==> config.mk <==
export PLATFORM = sky130hd
export DESIGN_NAME = sb_rx_pkt_engine
export DESIGN_NICKNAME = d
export VERILOG_FILES = /design/src/rtl/sb_rx_pkt_engine.sv
export SDC_FILE = /design/constraint.sdc
export NUM_CORES = 1
export LEC_CHECK = 0
export CORE_ASPECT_RATIO = 0.8
export CORE_MARGIN = 4
export CORE_UTILIZATION = 45
export DETAILED_ROUTE_END_ITERATION = 12
export HOLD_SLACK_MARGIN = 0.08
export PLACE_DENSITY = 0.65
export SYNTH_ARGS = -nofsm -noshare
export SYNTH_HDL_FRONTEND = slang
export SYNTH_SLANG_ARGS = --single-unit
==> constraint.sdc <==
create_clock -name i_clk -period 16.4 [get_ports i_clk]
set_input_delay 4.92 -clock i_clk [delete_from_list [all_inputs] [get_ports i_clk]]
set_output_delay 4.92 -clock i_clk [all_outputs]
set_load 0.05 [all_outputs]
==> src/rtl/sb_rx_pkt_engine.sv <==
// rtl/sb_rx_pkt_engine.sv - sideband receive engine: pattern detect, message decode, message FIFO
//
// Purpose:
//   Takes 64-bit deserialised sideband words and either looks for the start
//   pattern (pattern mode) or decodes header / data messages. Good messages go
//   into a first-word-fall-through FIFO with a registered head toward the
//   consumer; bad ones are reported with one-cycle pulses.
//
// Ports:
//   i_clk, i_rst            clock, asynchronous active-high reset
//   i_pattern_mode          1 = pattern-detect mode, 0 = message decode
//   i_word_valid, i_word    one-cycle strobe and 64-bit word from the deserialiser
//   o_pattern_detected      pulse on the 2nd consecutive PATTERN word
//   o_msg_valid/i_msg_ready FIFO head handshake
//   o_msg_*                 decoded fields of the FIFO head
//   o_parity_error          pulse, message discarded
//   o_unsup_opcode          pulse, header discarded
//   o_timeout               pulse, partial message discarded
//   o_drop_cnt              saturating count of messages dropped on FIFO overflow
//   o_fifo_level            occupied FIFO entries (0..FIFO_DEPTH)

module sb_rx_pkt_engine #(
   parameter int          DATA_BEATS  = 1,
   parameter int          FIFO_DEPTH  = 4,
   parameter int          TIMEOUT_CYC = 32,
   parameter logic [63:0] PATTERN     = 64'hAAAA_AAAA_AAAA_AAAA
) (
   input  logic                           i_clk,
   input  logic                           i_rst,
   input  logic                           i_pattern_mode,
   input  logic                           i_word_valid,
   input  logic [63:0]                    i_word,
   output logic                           o_pattern_detected,
   output logic                           o_msg_valid,
   input  logic                           i_msg_ready,
   output logic [4:0]                     o_msg_opcode,
   output logic [7:0]                     o_msg_code,
   output logic [7:0]                     o_msg_subcode,
   output logic [15:0]                    o_msg_info,
   output logic                           o_msg_has_data,
   output logic [64*DATA_BEATS-1:0]       o_msg_data,
   output logic                           o_parity_error,
   output logic                           o_unsup_opcode,
   output logic                           o_timeout,
   output logic [7:0]                     o_drop_cnt,
   output logic [$clog2(FIFO_DEPTH):0]    o_fifo_level
);

   localparam int DW = 64 * DATA_BEATS;
   // opcode(5) + code(8) + subcode(8) + info(16) + has_data(1) + payload
   localparam int MW = 38 + DW;
   localparam int PW = $clog2(FIFO_DEPTH);
   localparam int LW = PW + 1;
   localparam int CW = (DATA_BEATS > 1) ? $clog2(DATA_BEATS) : 1;

   localparam logic [4:0] OP_NODATA = 5'b10010;
   localparam logic [4:0] OP_DATA   = 5'b11011;

   typedef enum logic [1:0] {S_HDR, S_DATA, S_PAT} state_t;

   state_t          state;
   logic [63:0]     hdr;
   logic [CW-1:0]   beat_cnt;
   logic [DW-1:0]   data_buf;
   logic            dxor;
   logic [7:0]      idle_cnt;
   logic [1:0]      pat_cnt;
   logic            push_req;
   logic [MW-1:0]   push_msg;

   // ---------------------------------------------------------------
   // Decode helpers
   // ---------------------------------------------------------------
   logic            nodata_ok;
   logic            data_ok;
   logic            is_final;
   logic [DW-1:0]   data_full;

   always_comb begin
      nodata_ok = (i_word[62] == ^i_word[61:0]) && !i_word[63];
      // Final beat is not yet in data_buf / dxor, so fold it in here.
      data_ok   = (hdr[62] == ^hdr[61:0]) && (hdr[63] == (dxor ^ (^i_word)));
      is_final  = (beat_cnt == CW'(DATA_BEATS - 1));
      data_full = data_buf;
      for (int b = 0; b < DATA_BEATS; b++) begin
         if (beat_cnt == CW'(b)) data_full[b*64 +: 64] = i_word;
      end
   end

   // ---------------------------------------------------------------
   // Receive FSM
   // ---------------------------------------------------------------
   always_ff @(posedge i_clk or posedge i_rst) begin
      if (i_rst) begin
         state              <= S_HDR;
         hdr                <= '0;
         beat_cnt           <= '0;
         data_buf           <= '0;
         dxor               <= 1'b0;
         idle_cnt           <= '0;
         pat_cnt            <= '0;
         push_req           <= 1'b0;
         push_msg           <= '0;
         o_pattern_detected <= 1'b0;
         o_parity_error     <= 1'b0;
         o_unsup_opcode     <= 1'b0;
         o_timeout          <= 1'b0;
      end else begin
         push_req           <= 1'b0;
         o_pattern_detected <= 1'b0;
         o_parity_error     <= 1'b0;
         o_unsup_opcode     <= 1'b0;
         o_timeout          <= 1'b0;

         if (i_pattern_mode) begin
            // Pattern mode overrides everything; any partial message is
            // silently abandoned by simply leaving DATA.
            state    <= S_PAT;
            idle_cnt <= '0;
            if (i_word_valid) begin
               if (i_word == PATTERN) begin
                  if (pat_cnt == 2'd1) o_pattern_detected <= 1'b1;
                  if (pat_cnt != 2'd2) pat_cnt <= pat_cnt + 2'd1;
               end else begin
                  pat_cnt <= '0;
               end
            end
         end else begin
            pat_cnt <= '0;
            case (state)
               S_DATA: begin
                  if (i_word_valid) begin
                     idle_cnt <= '0;
                     dxor     <= dxor ^ (^i_word);
                     beat_cnt <= beat_cnt + CW'(1);
                     for (int b = 0; b < DATA_BEATS; b++) begin
                        if (beat_cnt == CW'(b)) data_buf[b*64 +: 64] <= i_word;
                     end
                     if (is_final) begin
                        state <= S_HDR;
                        if (data_ok) begin
                           push_req <= 1'b1;
                           push_msg <= {hdr[4:0], hdr[21:14], hdr[39:32],
                                        hdr[55:40], 1'b1, data_full};
                        end else begin
                           o_parity_error <= 1'b1;
                        end
                     end
                  end else if (idle_cnt == 8'(TIMEOUT_CYC - 1)) begin
                     // A strobe in this cycle would have taken the branch above.
                     o_timeout <= 1'b1;
                     idle_cnt  <= '0;
                     state     <= S_HDR;
                  end else begin
                     idle_cnt <= idle_cnt + 8'd1;
                  end
               end

               default: begin
                  // S_HDR, and S_PAT on the cycle pattern mode drops.
                  state <= S_HDR;
                  if (i_word_valid) begin
                     if (i_word[4:0] == OP_NODATA) begin
                        if (nodata_ok) begin
                           push_req <= 1'b1;
                           push_msg <= {i_word[4:0], i_word[21:14], i_word[39:32],
                                        i_word[55:40], 1'b0, {DW{1'b0}}};
                        end else begin
                           o_parity_error <= 1'b1;
                        end
                     end else if (i_word[4:0] == OP_DATA) begin
                        hdr      <= i_word;
                        beat_cnt <= '0;
                        dxor     <= 1'b0;
                        idle_cnt <= '0;
                        state    <= S_DATA;
                     end else begin
                        o_unsup_opcode <= 1'b1;
                     end
                  end
               end
            endcase
         end
      end
   end

   // ---------------------------------------------------------------
   // Message FIFO with registered head
   // ---------------------------------------------------------------
   logic [MW-1:0] mem [FIFO_DEPTH];
   logic [PW-1:0] wr_ptr;
   logic [PW-1:0] rd_ptr;
   logic          head_valid;
   logic [MW-1:0] head;
   logic          full;
   logic          do_pop;
   logic          do_push;
   logic          drop;

   always_comb begin
      full    = (o_fifo_level == LW'(FIFO_DEPTH));
      do_pop  = head_valid && i_msg_ready;
      do_push = push_req && (!full || do_pop);
      drop    = push_req && full && !do_pop;
   end

   always_ff @(posedge i_clk) begin
      if (do_push) mem[wr_ptr] <= push_msg;
   end

   always_ff @(posedge i_clk or posedge i_rst) begin
      if (i_rst) begin
         wr_ptr       <= '0;
         rd_ptr       <= '0;
         o_fifo_level <= '0;
         o_drop_cnt   <= '0;
         head_valid   <= 1'b0;
         head         <= '0;
      end else begin
         if (do_push) wr_ptr <= wr_ptr + PW'(1);
         if (do_pop)  rd_ptr <= rd_ptr + PW'(1);

         case ({do_push, do_pop})
            2'b10:   o_fifo_level <= o_fifo_level + LW'(1);
            2'b01:   o_fifo_level <= o_fifo_level - LW'(1);
            default: o_fifo_level <= o_fifo_level;
         endcase

         if (drop && (o_drop_cnt != 8'hFF)) o_drop_cnt <= o_drop_cnt + 8'd1;

         // The head entry stays counted in the level until popped; the next
         // entry is loaded into the head register on the following cycle.
         if (do_pop) begin
            head_valid <= 1'b0;
         end else if (!head_valid && (o_fifo_level != '0)) begin
            head_valid <= 1'b1;
            head       <= mem[rd_ptr];
         end
      end
   end

   assign o_msg_valid    = head_valid;
   assign o_msg_opcode   = head[MW-1  -: 5];
   assign o_msg_code     = head[MW-6  -: 8];
   assign o_msg_subcode  = head[MW-14 -: 8];
   assign o_msg_info     = head[MW-22 -: 16];
   assign o_msg_has_data = head[DW];
   assign o_msg_data     = head[DW-1:0];

endmodule
# ---- Yosys cells after proc, flatten, opt, wreduce, memory -nomap -nowiden
# Memory sizes are Yosys's and may differ from the RTL's. A register that Yosys moved wholly into a read port is not among the register bits.
# Index checks and enable logic that the tools add are counted.
dict set report word_totals {
  output_inout_bits 118
  n_memories 1
  ramBits 408
  reg_bits 201
  input_bits 69
  wordCells 151
}
# memory words width read_ports rd_ports_with_merged_regs wr line_no
set mem_list {}
lappend mem_list {mem 4 102 1 1 1 190} ;# logic [MW-1:0] mem [FIFO_DEPTH];
dict set report classes {
  eq_ne 22
  n_bitwise 5
  mux 67
  n_addsub 8
  reduce_logical 31
}
# operator count
set op_table {}
lappend op_table {{$mux W102} 7}
lappend op_table {{$reduce_xor A62 Y1} 2}
lappend op_table {{$eq A64 B64 Y1 const B} 1}
lappend op_table {{$reduce_xor A64 Y1} 1}
lappend op_table {{$mux W8} 7}
lappend op_table {{$mux W1} 43}
lappend op_table {{$mux W2} 9}
lappend op_table {{$add A8 B1 Y8 const B} 2}
lappend op_table {{$eq A5 B5 Y1 const B} 2}
lappend op_table {{$reduce_bool A2 Y1} 5}
lappend op_table {{$reduce_bool A3 Y1} 3}
lappend op_table {{$eq A8 B5 Y1 const B} 1}
lappend op_table {{$logic_and A1 B1 Y1} 8}
lappend op_table {{$ne A4 B4 Y1 const B} 2}
lappend op_table {{$ne A8 B8 Y1 const B} 1}
lappend op_table {{$add A2 B1 Y2 const B} 3}
lappend op_table {{$eq A2 B1 Y1 const B} 3}
lappend op_table {{$ne A2 B2 Y1 const B} 3}
lappend op_table {{$ne A3 B2 Y1 const B} 2}
lappend op_table {{$pmux W3 S2} 1}
lappend op_table {{$reduce_and A2 Y1} 3}
lappend op_table {{$reduce_and A6 Y1} 1}
lappend op_table {{$reduce_and A5 Y1} 1}
lappend op_table {{$logic_not A1 Y1} 4}
lappend op_table {{other kinds (12)} 18}

# ---- Logic depth before layout (Yosys ltp)
dict set report logic_depth {
  word_depth 9
  depth_mapped 12
  mapped_depth_nobuf 10
}

# ---- Least setup slack after synthesis
# No wires, ideal clock.
dict set report synth_timing {
  path_type {input port to flip-flop}
  start {in i_msg_ready}
  end {mem mem[0][0] (netlist name) (enable)}
  setup_slack_ns 8.069
  path_buffers 0
  required_time_ns 15.928
  arrival_ns 7.859
  path_stages 3
  setup_ns 0.472
  path_cell_list {nand2_1 > a31oi_1 > and2_1}
}
dict set report synth_via {
  elab_chain_cells 5
}
# element line_no
set synth_rtl {}
lappend synth_rtl {{start: declaration} 35} ;# input logic i_msg_ready,
lappend synth_rtl {{$logic_and A1 B1 Y1} 202} ;# do_pop = head_valid && i_msg_ready;
lappend synth_rtl {{$logic_or A1 B1 Y1} 203} ;# do_push = push_req && (!full || do_pop);
lappend synth_rtl {{$logic_and A1 B1 Y1} 203}
lappend synth_rtl {{$mux W1} 208} ;# if (do_push) mem[wr_ptr] <= push_msg;
lappend synth_rtl {{$mux W1 (not written as such)} 208}
lappend synth_rtl {{end: declaration} 190}
# No other way between the ends.

# ---- Worst setup path in the final report
dict set report layout_timing {
  start {in i_word[22]}
  end {reg push_msg[87]}
}
dict set report layout_via {
  elab_chain_cells 6
  elab_cells_between_ends 10
  cone_classes {3 x eq/ne; 1 x bitwise; 6 x reduce/logical}
}
# element line_no
set layout_rtl {}
lappend layout_rtl {{start: declaration} 32} ;# input logic [63:0] i_word,
lappend layout_rtl {{$reduce_xor A64 Y1} 82} ;# data_ok = (hdr[62] == ^hdr[61:0]) && (hdr[63] == (dxor ^ (^i_word)));
lappend layout_rtl {{$xor A1 B1 Y1} 82}
lappend layout_rtl {{$eq A1 B1 Y1} 82}
lappend layout_rtl {{$logic_and A1 B1 Y1} 82}
lappend layout_rtl {{$ne A2 B2 Y1 (no source line)} --}
lappend layout_rtl {{$reduce_and A6 Y1 (no source line) (*)} --}
lappend layout_rtl {{end signal: assignment} 143} ;# push_msg <= {hdr[4:0], hdr[21:14], hdr[39:32],
lappend layout_rtl {{end signal: assignment} 166} ;# push_msg <= {i_word[4:0], i_word[21:14], i_word[39:32],
lappend layout_rtl {{end: declaration} 69} ;# logic [MW-1:0] push_msg;
# Mark *: on every way between the ends. The rest lies on a longest branch, timed or not.
# A chain may end at the register's enable or synchronous reset.

==> summary.txt <==
Clock network
  – Worst-path clk slew: ~0.06 ns
  – Clock Tree Buf Depth: 3
  – Number of CTS-inserted buffers: about 70
  – Post-CTS Setup Inserts: 0
  – H-tree Lvls: 3
  – Root Buffer: clkbuf_16
  – Clock Latency Late Sink: 0.59 ns
  – Sink Count: 711
  – Hold Buf Count CTS: 0
  – # resized after CTS: 0
  – TritonCTS clock tree: built

Synthesis
  – Synth area leader: edfxtp_1
  – Synth top area share: a little over two fifths
  – EDFF count, synth: 408
  – Post-synthesis cell type count: 44
  – Post-Syn Area: about 28000 um^2
  – #FFs+latches synth: 711
  – Avg Cell Area, Syn: 16.55 um^2
  – Largest cells by area after synthesis: edfxtp_1 44%, dfrtp_1 27%, mux4_2 8.2%
  – Post-Synthesis Cells: roughly 1700
  – Seq/Total Area, Yosys: a little over two thirds
  – Async SR Flop Fraction: a little over two fifths
  – Yosys warns: 0
  – Ys flop type: edfxtp_1
  – Syn Nets: roughly 1800

Finish
  – FF/Latch Area: 19840 um^2
  – Non-filler cells, final: roughly 2800
  – Filler instances: 4912
  – Layout cells sized above 1: 19.18%
  – Area of the multi-input gates: just under 8000 um^2
  – Fin util: approximately 54%
  – Area Growth Syn to Fin: 17.78%
  – Final net count: 2004
  – Diodes inserted: 0

Setup path
  – R2R Setup Slk: between 10 and 15 ns
  – Worst Path Arrival: around 9 ns
  – WP data required: around 17 ns
  – Setup CP Type: in -> reg
  – Setup crit end kind: register
  – CP Max Fanout: 42
  – Worst R2R Start: hdr[2]
  – CP Launch Point: i_word[22]
  – Critical Path Source Type: input pin
  – R2R depth: 8
  – Crit Reg-Reg Endpoint: push_msg[87]

STA
  – # setup viols final: 0
  – Total negative slack: 0 ns
  – RSZ-0062 raised after global routing: false
  – Pins over their slew limit: 0
  – Final Cycle Share: a little over half
  – Max Freq: approximately 110 MHz
  – Relative slew margins: a little over a quarter
  – Slew @ Worst Pin: approximately 1.1 ns
  – Minimum clock period: about 8.7 ns
  – Setup Skew: about 0.025 ns
  – Final hold violation count: 0

Die
  – Die Ht: roughly 230 um
  – Die Area: 66670 um^2
  – Die width: between 200 and 300 um
  – Core Region: approximately 62000 um^2
  – Initial Utilization: between 40% and 50%
  – I/O Pins: between 150 and 200
  – Std cell rows: 81

Min path
  – Worst Hold Depth: 1
  – Hold Path Class: reg -> reg
  – Hold_sp: o_drop_cnt[4]
  – Min-Delay Endpoint: o_drop_cnt[4]

Pwr
  – Maximum vdd drop: ~0.11 mV
  – Pleak: between 10 and 15 nW
  – Power density cells: about 180 nW/um^2
  – Power, Total: ~0.0060 W

Status
  – Status: complete, no violations

GRT
  – Grt ovf: 0
  – Vias in the first global route: around 15000
  – First-pass GRT wire length: approximately 96000 um
  – Global Route Usage Sum: 19.27%
  – Largest net degree at the start of global routing: between 100 and 150
  – Initial antenna violation count: 3

Place
  – Port-buffer cells: between 150 and 200
  – # placed instances: approximately 2700
  – Post-DP HPWL: roughly 41000 um
  – Gp weighted congestion: about 0.85

Drt
  – DRT Wirelength: about 63000 um
  – Vias per cell: about 5.4
  – Drt drc: 0
  – Routed wire per std cell: about 23 um
  – DR vias: ~15000
  – Iteration-0 DRC Markers: between 1000 and 1500
  – Routed Antenna Nets: 0
  – Drt pass-1 iters: 5

Flow run
  – Max Cap Viol: 0
-- stage by stage --
stage	hold WS, ns	area (um^2)	setup slack [ns]
final	0.4903	33160	7.664
after global routing	0.5164	33160	7.544
after CTS	0.4935	33160	7.709
after detailed placement	0.4810	30860	7.095
after global placement	0.4789	30860	7.163
after floorplan	0.4655	28160	3.106
-- worst max-delay path by stage --
stage	endpoint
4_1_cts	push_msg[87]
3_3_place_gp	push_msg[87]
2_1_floorplan	beat_cnt
6_report	push_msg[87]
3_5_place_dp	push_msg[87]
5_1_grt	push_msg[87]
-- state kept, by name (all words and copies together), names as in the netlist --
name and count:
o_msg_valid 1, hdr 64, mem 408, o_unsup_opcode 1
head 102, beat_cnt 1, push_req 1, o_fifo_level 3
state 2, pat_cnt 2, rd_ptr 2, o_pattern_detected 1
o_drop_cnt 8, wr_ptr 2, o_timeout 1, push_msg 102
dxor 1, o_parity_error 1, idle_cnt 8
-- where the power goes --
group	total, W	switching, W	internal [W]
Combinational	0.00186	0.00102	0.000845
Clock	0.00161	0.000657	0.000956
Sequential	0.00257	0.000295	0.00228
Total	0.00605	0.00197	0.00408
-- synthesized netlist by cell type (24+ instances only) --
master	count
edfxtp_1	408
dfrtp_1	303
o21ai_0	181
mux2_2	121
nand2_1	118
mux4_2	102
xnor2_1	80
inv_1	76
nand3_1	71
clkbuf_1	47
ha_1	43
buf_1	24
-- critical path: stages --
cell and delay, ns:
clkdlybuf4s50_1 0.45, inv_1 0.10, ha_1 0.33, xnor2_1 0.43, xnor2_1 0.18, xnor3_1 0.45
xnor3_1 0.27, xnor2_1 0.19, or3_4 0.57, nand2_2 0.87, mux2_2 0.43
-- logic make-up after synthesis --
logic type               count (synthesis)  share of synthesized area (%)
buffers and inverters                  159                          2.311
adder cells (fa/ha/maj)                 44                          1.982
multiplexers                           245                          14.12
AND/OR/NAND/NOR                        245                          4.017
AO/OA/AOI/OAI                          196                          3.555
flip-flops                             711                          70.44
XOR/XNOR                               101                          3.581
-- layout by cell type, fill, tap and decap left out, types with 15 or more instances in the layout --
cell / Yosys / routed
nand3_1: 71 / 71
xnor2_1: 80 / 80
dfrtp_1: 303 / 301
edfxtp_1: 408 / 408
nand2_1: 118 / 117
clkbuf_16: 0 / 73
clkdlybuf4s50_1: 0 / 186
clkbuf_1: 47 / 15
mux2_2: 121 / 121
mux4_2: 102 / 102
ha_1: 43 / 43
o21ai_0: 181 / 181
mux2_4: 19 / 19
inv_1: 76 / 75
buf_4: 1 / 16
-- routing by layer --
metal / vias up / track usage (%) / share of wire, %
li1: 6677 / - / -
met1: 7768 / 26.67 / 43
met2: 468 / 30.06 / 47
met3: 84 / 6.349 / 8.5
met4: 4 / 4.307 / 1.7
met5: - / 0 / 0.039
-- cell type report --
class	count	area share, %
Clock buffer	95	5.968
Inverter	76	0.8828
Sequential cell	711	59.83
Clock inverter	30	0.9809
Multi-Input combinational cell	831	23.23
Tap cell	830	3.131
Timing Repair Buffer	202	5.976
Power figures use the tool's default switching activity.
